`config.mk`:
```
export PLATFORM = sky130hd
export DESIGN_NAME = seg_arbiter
export DESIGN_NICKNAME = d
export VERILOG_FILES = /design/src/rtl/seg_pkg.sv /design/src/rtl/seg_arbiter_dwell_timer.sv /design/src/rtl/seg_arbiter.sv
export SDC_FILE = /design/constraint.sdc
export NUM_CORES = 1
export LEC_CHECK = 0
export CAP_MARGIN = 15
export CORE_MARGIN = 2
export CORE_UTILIZATION = 30
export DETAILED_ROUTE_END_ITERATION = 8
export HOLD_SLACK_MARGIN = 0.06
export MAX_ROUTING_LAYER = met4
export SYNTH_ARGS = -nofsm -noshare
export SYNTH_HDL_FRONTEND = slang
export SYNTH_SLANG_ARGS = --single-unit
```
`constraint.sdc`:
```
create_clock -name clk -period 2.4 [get_ports clk]
set_input_delay 0.48 -clock clk [delete_from_list [all_inputs] [get_ports clk]]
set_output_delay 0.48 -clock clk [all_outputs]
set_load 0.02 [all_outputs]
```
`src/rtl/seg_pkg.sv`:
```
// seg_pkg: definitions shared by the seg10 display path.
//   state_t / ST_*   : arbiter state encoding
//   SEG_VALUE_WIDTH  : width of a bar-graph value. The encoder, seg10 and
//                      seg_arbiter all use this width.
package seg_pkg;

    typedef logic [1:0] state_t;

    localparam state_t ST_IDLE = 2'd0;
    localparam state_t ST_OWN0 = 2'd1;
    localparam state_t ST_OWN1 = 2'd2;

    localparam int SEG_VALUE_WIDTH = 5;

endpackage

```
`src/rtl/seg_arbiter_dwell_timer.sv`:
```
// dwell_timer: saturating cycle counter that measures how long a grant has been held.
//   clk     in  : system clock
//   reset   in  : synchronous, active-high
//   clear   in  : forces the count to 0. Has priority over enable.
//   enable  in  : increments the count. The count stops at hold_cycles-1.
//   expired out : high while the count equals hold_cycles-1
module dwell_timer #(
    parameter int hold_cycles = 1024
) (
    input  logic clk,
    input  logic reset,
    input  logic clear,
    input  logic enable,
    output logic expired
);

    localparam int CW = $clog2(hold_cycles);
    localparam logic [CW-1:0] LAST = CW'(hold_cycles - 1);

    logic [CW-1:0] dwell;

    // NOTE: sequential state is written with non-blocking assignments only,
    // so every flop samples the values present before the edge.
    always_ff @(posedge clk) begin
        if (reset) begin
            dwell <= '0;
        end else if (clear) begin
            dwell <= '0;
        end else if (enable && dwell != LAST) begin
            dwell <= dwell + 1'b1;
        end
    end

    assign expired = (dwell == LAST);

endmodule

```
`src/rtl/seg_arbiter.sv`:
```
// seg_arbiter: shares the seg10 bar-graph display between two requesters.
//   Requester 0 is the encoder counter. Requester 1 is a transient overlay source.
//   Contention is served round-robin. Each grant has a minimum dwell.
//   The display is blank when no requester is active.
//   clk    in  : system clock
//   reset  in  : synchronous, active-high
//   req    in  : request level per requester
//   value0 in  : display value of requester 0
//   value1 in  : display value of requester 1
//   gnt    out : registered grant. It is one-hot, or 0 when idle.
//   count  out : registered value for seg10. It is 0 when idle.
//   busy   out : high while any grant is active
module seg_arbiter
    import seg_pkg::*;
#(
    parameter int value_width = SEG_VALUE_WIDTH,
    parameter int hold_cycles = 1024
) (
    input  logic                   clk,
    input  logic                   reset,
    input  logic [1:0]             req,
    input  logic [value_width-1:0] value0,
    input  logic [value_width-1:0] value1,
    output logic [1:0]             gnt,
    output logic [value_width-1:0] count,
    output logic                   busy
);

    state_t                 state;
    state_t                 next_state;
    logic                   last;       // most recently served requester
    logic                   expired;
    logic [1:0]             gnt_next;
    logic [value_width-1:0] count_next;

    // The dwell count restarts on every state entry. It runs only while a grant is held.
    dwell_timer #(
        .hold_cycles(hold_cycles)
    ) u_dwell (
        .clk    (clk),
        .reset  (reset),
        .clear  (next_state != state),
        .enable (state != ST_IDLE),
        .expired(expired)
    );

    // State register. gnt and count are registered from the next state,
    // so they change on the same edge that makes the decision.
    always_ff @(posedge clk) begin
        if (reset) begin
            state <= ST_IDLE;
            last  <= 1'b1;
            gnt   <= 2'b00;
            count <= '0;
        end else begin
            state <= next_state;
            gnt   <= gnt_next;
            count <= count_next;
            if (next_state == ST_OWN0) begin
                last <= 1'b0;
            end else if (next_state == ST_OWN1) begin
                last <= 1'b1;
            end
        end
    end

    // Next-state logic
    // NOTE: each combinational output gets a default first, so no path
    // through the block can leave a value held and infer a latch.
    always_comb begin
        next_state = state;
        case (state)
            ST_IDLE: begin
                case (req)
                    2'b01:   next_state = ST_OWN0;
                    2'b10:   next_state = ST_OWN1;
                    2'b11:   next_state = last ? ST_OWN0 : ST_OWN1;
                    default: next_state = ST_IDLE;
                endcase
            end
            ST_OWN0: begin
                if (!req[0]) begin
                    // The owner may release early. The display goes straight to the waiter if one exists.
                    next_state = req[1] ? ST_OWN1 : ST_IDLE;
                end else if (req[1] && expired) begin
                    next_state = ST_OWN1;
                end
            end
            ST_OWN1: begin
                if (!req[1]) begin
                    next_state = req[0] ? ST_OWN0 : ST_IDLE;
                end else if (req[0] && expired) begin
                    next_state = ST_OWN0;
                end
            end
            default: next_state = ST_IDLE;
        endcase
    end

    // Output logic. The owner's value passes through live on every cycle.
    always_comb begin
        gnt_next   = 2'b00;
        count_next = '0;
        case (next_state)
            ST_OWN0: begin
                gnt_next   = 2'b01;
                count_next = value0;
            end
            ST_OWN1: begin
                gnt_next   = 2'b10;
                count_next = value1;
            end
            default: begin
                gnt_next   = 2'b00;
                count_next = '0;
            end
        endcase
    end

    assign busy = |gnt;

endmodule

```
Word-level counts from Yosys, hierarchy flattened
Cells that the tools add are included.
Widths: inputs -> output; s select.
{"block": "totals", "regBits": 20, "in_bits": 14, "out_inout_bits": 8, "elab_cells": 37}
{"block": "op_classes", "addsub": 1, "eq_ne": 10, "muxes": 13, "reduce_logical": 8}
{"operator": "$mux 2", "count": 6}
{"operator": "$pmux 2 s3", "count": 2}
{"operator": "$add 10x1->10 const B", "count": 1}
{"operator": "$eq 10x10->1 const B", "count": 1}
{"operator": "$ne 10x10->1 const B", "count": 1}
{"operator": "$pmux 5 s2", "count": 1}
{"operator": "$eq 2x2->1 const B", "count": 4}
{"operator": "$eq 2x1->1 const B", "count": 3}
{"operator": "$pmux 2 s2", "count": 1}
{"operator": "$reduce_bool 2->1", "count": 2}
{"operator": "$reduce_or 2->1", "count": 2}
{"operator": "$logic_and 1x1->1", "count": 3}
{"operator": "$mux 1", "count": 3}
{"operator": "$logic_not 2->1", "count": 1}
{"operator": "$ne 2x2->1", "count": 1}

Logic depth before layout (Yosys ltp)
{"block": "depth", "word_depth": 8, "depth_mapped": 9, "mapped_depth_nobuf": 9}

By module
A second synthesis with hierarchy kept.
{"block": "unflattened", "hier_cells": 115, "hier_area_um2": 1044.8}
{"mod": "seg_arbiter", "n_inst": 1, "cells_per_inst": 55, "area_each_um2": 546.8, "seq_area_each_um2": 200.2}
{"mod": "dwell_timer", "n_inst": 1, "cells_per_inst": 60, "area_each_um2": 498.0, "seq_area_each_um2": 200.2}

Worst setup path after synthesis
Ideal clock, no wire load.
{"block": "synth_path", "path_type": "reg-to-reg", "startpoint": "register u_dwell.dwell[0]", "endpoint": "register last", "setup_time_ns": 0.058, "arrival_ns": 2.569, "required_time_ns": 2.342, "setup_slack_ns": -0.227, "stages_incl_launch_ff": 10, "n_path_buf": 0, "synth_period_minus_slack_ns": 2.627, "path_cell_list": "dfxtp_1 -> ha_1 -> nand4_1 -> nor3_2 -> mux2_2 -> o31ai_1 -> inv_1 -> ha_1 -> mux2_2 -> nand2_1"}
{"block": "synth_via", "elab_chain_cells": 7, "word_cells_on_any_way": 12, "classes_between": "eq/ne (3); mux (6); reduce/logical (3)"}
{"item": "from (decl)", "line": "seg_arbiter_dwell_timer.sv:20", "text": "logic [CW-1:0] dwell;"}
{"item": "from (signal assigned)", "line": "seg_arbiter_dwell_timer.sv:30", "text": "dwell <= dwell + 1'b1;"}
{"item": "$eq 10x10->1 (*)", "line": "seg_arbiter_dwell_timer.sv:34", "text": "assign expired = (dwell == LAST);"}
{"item": "$logic_and 1x1->1 (on tied branches)", "line": "seg_arbiter.sv:92, seg_arbiter.sv:85"}
{"item": "$mux 2 (on tied branches)", "line": "seg_arbiter.sv:92, seg_arbiter.sv:85"}
{"item": "$mux 2 (on tied branches)", "line": "seg_arbiter.sv:90, seg_arbiter.sv:82"}
{"item": "$pmux 2 s3 (*)", "line": "seg_arbiter.sv:72", "text": "case (state)"}
{"item": "named net next_state[1]", "line": "seg_arbiter.sv:30", "text": "state_t next_state;"}
{"item": "$eq 2x1->1 / $eq 2x2->1 (equally long branches)", "line": "seg_arbiter.sv:59, seg_arbiter.sv:61"}
{"item": "$mux 1 / $reduce_bool 2->1 (equally long branches)"}
{"item": "to (signal assigned)", "line": "seg_arbiter.sv:52", "text": "last <= 1'b1;"}
{"item": "to (signal assigned)", "line": "seg_arbiter.sv:60", "text": "last <= 1'b0;"}
{"item": "to (signal assigned)", "line": "seg_arbiter.sv:62", "text": "last <= 1'b1;"}
{"item": "to (decl)", "line": "seg_arbiter.sv:31", "text": "logic last;"}
The timed path passes the listed nets; every way through them passes the cells marked *.
A chain may end at the register's enable or synchronous reset.

Final worst setup path
Ends and elaborated chain as after synthesis.

==> run_results.csv <==
group,metric,value,unit
outcome,status,"finished, final reports clean",
placed_design,detailed_place.area,1390,µm²
placed_design,dp_hpwl,1790,µm
layout,fin_nets,162,
synthesis,synth_compound_area_frac,0.175,
timing,period_needed,2.30,ns
timing,skew,0.0131,ns
clocking,clock-sinks,20,
synthesis,ys_seq_area_frac,0.377,
drt,wl_met2,1100,µm
grt,grt_usage,0.121,
synthesis,synth_mux_area_frac,0.0495,
synthesis,netlist_instances,114,
clocking,max-clock-path-buffers,2,
clocking,ctsHtreeMaxLevel,1,
timing,setup_viol,0,
clocking,ctsHoldBuffers,0,
synthesis,synthXorXnorAreaFrac,0.0413,
power_and_ir_drop,power.density,483,nW/µm²
timing,whs,0.535,ns
timing,hold_viol,0,
timing,tightest_slew,0.399,ns
floorplanning,coreArea,3360,µm²
layout,diodes,0,
synthesis,synth-seq-cells,20,
layout,design_area,1450,µm²
timing,slew_viol_final,0,
floorplanning,fp.dieArea,4030,µm²
drt,wl_met3,104,µm
synthesis,yosys.area_share.simple,0.245,
flow_run,cap_violations,0,
critical_path,cp_slowest_cell,"dfxtp_4",
grt,grt_pass1_wl,3830,µm
grt,antenna_found_initial,0,
power_and_ir_drop,power,0.698,mW
placed_design,placed_cells,183,
floorplanning,chipWidth,63.5,µm
synthesis,synth_area,1060,µm²
critical_path,crit_family,"multiplexers",
drt,dr.max_layer_used,"met3",
critical_path,critPathMaxStageDelay,0.40,ns
synthesis,synth_area_leaders,"dfxtp_1 (38%), nor2_1 (6.0%), ha_1 (5.9%), xnor2_1 (4.1%), a22oi_1 (3.5%)",
synthesis,synth_cell_types,35,
critical_path,worst_r2r_path_depth,9,
critical_path,path_class,"flip-flop to flip-flop",
critical_path,cp_cell_sequence,"ha_4 > nand4_1 > nor3_4 > mux2_4 > o31ai_4 > inv_2 > ha_4 > mux2_2 > nand2_1",
timing,rsz0062_at_grt,"no",
drt,post_drt_wl_per_cell,11.9,µm
critical_path,reg2reg_slack,0.10,ns
clocking,numCtsBuffers,3,
drt,m1WireLength,1030,µm
floorplanning,io_pins,22,
drt,drt_wl_total,2240,µm
layout,area_growth,36.2,%
layout,layout-drive-gt1-share,0.246,
critical_path,arrival,2.55,ns
placed_design,gp_congestion,0.769,
grt,grt_pass1_vias,899,
floorplanning,die_h,63.5,µm
drt,first_pass_iters,4,
critical_path,crit_fanout,4,
layout,final_cells,188,
timing,relSlewSlack,0.734,
timing,max_freq,0.435,GHz
drt,vias_per_cell,4.84,
clocking,clkTransAtPathRegs,0.12,ns
drt,drtAntennaViolNets,0,
grt,grt_max_degree,12,
placed_design,io_buffers,21,
critical_path,startpoint_type,"flip-flop",
critical_path,worstReg2RegStart,"u_dwell.dwell[0]",
power_and_ir_drop,p_leak,0.527,nW
min_path,hold_path_class,"flip-flop to flip-flop",
critical_path,path_depth,9,
synthesis,syn-num-nets,133,
synthesis,avgSynthCellArea,9.31,µm²
grt,grt-ovfl-total,0,
drt,remaining_drc_errors,0,
clocking,clk_latency,0.30,ns
critical_path,crit_top_cell,"ha_4",
clocking,root_buffer,"clkbuf_4",
layout,final_common_cell,"clkdlybuf4s50_1",
critical_path,required,2.65,ns
drt,initialDrtViolationCount,29,
critical_path,crit_start,"u_dwell.dwell[0]",
critical_path,rr_endpoint,"last",
floorplanning,initial_core_util,0.315,
critical_path,crit_buf_inv,1,
power_and_ir_drop,vdd_drop_max,0.188,mV
floorplanning,rows,21,
synthesis,synth_top_family_by_area,"simple AND/OR/NAND/NOR gates",
critical_path,crit_path_end,"last",
synthesis,synthAdderAreaFrac,0.0590,
timing,post-route-period-util,0.957,
timing,fin_setup_tns,0,ns
synthesis,synth_top_area_frac,0.377,
layout,mostFrequentLayoutCells,"clkdlybuf4s50_1 (21), nor2_1 (17), dfxtp_1 (16)",
synthesis,synth_warnings,0,
min_path,min_path_cells,2,
clocking,cts_tree,"done",
drt,via_count,910,
critical_path,cp-end-kind,"flip-flop",
synthesis,yosysTopAreaCell,"dfxtp_1",
## routing by layer
layer,vias to the layer above,global-route usage
li1,459,-
met1,430,0.150
met2,21,0.200
met3,0,0.0268
met4,0,0.0326
met5,-,-
## registers in the layout, summed over array words and instances (netlist names)
name,cells
gnt,2
u_dwell.dwell,10
last,1
state,2
count,5
## tightest hold or removal path: stages, from the launching register on
cell	delay [ns]
dfxtp_2	0.37
xnor2_1	0.07
nor2_1	0.07
## cell usage after synthesis, drive strengths merged
| cell type | n |
|---|---|
| buf | 3 |
| a311oi | 2 |
| a22oi | 5 |
| nor2b | 2 |
| inv | 7 |
| ha | 5 |
| nor2 | 17 |
| nand3 | 2 |
| mux2i | 3 |
| and2 | 2 |
| a31oi | 1 |
| or2 | 2 |
| xnor2 | 5 |
| a21oi | 2 |
| a211oi | 1 |
| o21ai | 2 |
| o22ai | 1 |
| o31ai | 1 |
| nand4 | 3 |
| and3b | 1 |
| nand2 | 5 |
| dfxtp | 20 |
| nor3 | 9 |
| or3 | 1 |
| and2b | 3 |
| nand2b | 1 |
| mux2 | 2 |
| o221ai | 1 |
| a41oi | 1 |
| nor3b | 1 |
| o21a | 2 |
| o2111ai | 1 |
## where the power goes
part	internal (mW)	leakage (nW)	switching, mW
clock network	0.0925	0.0210	0.105
registers	0.342	0.165	0.0114
logic	0.0783	0.341	0.0685
total	0.512	0.527	0.185
## through the flow
step           setup slack (ns)   util
2_1_floorplan            0.0188      -
5_1_grt                 0.00133  0.430
6_report                  0.102  0.430
3_3_place_gp             0.0985  0.413
3_5_place_dp             0.0627  0.413
4_1_cts                  0.0200  0.423
## layout make-up
class                           count  area (µm²)
Tap cell                           46        57.6
Multi-Input combinational cell     84         656
Fill cell                         362        1920
Sequential cell                    20         410
Clock buffer                        4        36.3
Inverter                            7        26.3
Timing Repair Buffer               27         259
## how the worst min path moves through the flow
| stage | from | endpoint | slack (ns) |
|---|---|---|---|
| after detailed placement | u_dwell.dwell[7] | u_dwell.dwell[7] | 0.52 |
| after CTS | u_dwell.dwell[8] | u_dwell.dwell[8] | 0.55 |
| final | u_dwell.dwell[6] | u_dwell.dwell[6] | 0.54 |
| after floorplan | u_dwell.dwell[7] | u_dwell.dwell[7] | 0.48 |
| after global routing | u_dwell.dwell[2] | u_dwell.dwell[2] | 0.56 |
| after global placement | u_dwell.dwell[7] | u_dwell.dwell[7] | 0.51 |
## logic make-up (layout without fill, tap and decap cells)
family	after synthesis	after routing
multiplexers	5	5
buffers and inverters	10	38
adder cells (fa/ha/maj)	5	5
AND/OR/NAND/NOR	49	49
AO/OA/AOI/OAI	20	20
flip-flops	20	20
XOR/XNOR	5	5
## what timing repair did
action / in CTS / in global routing
setup endpoints to repair: 0 / 6
setup buffers: 0 / 1
gates resized for setup: 0 / 6
(Power assumes the default switching activity.)
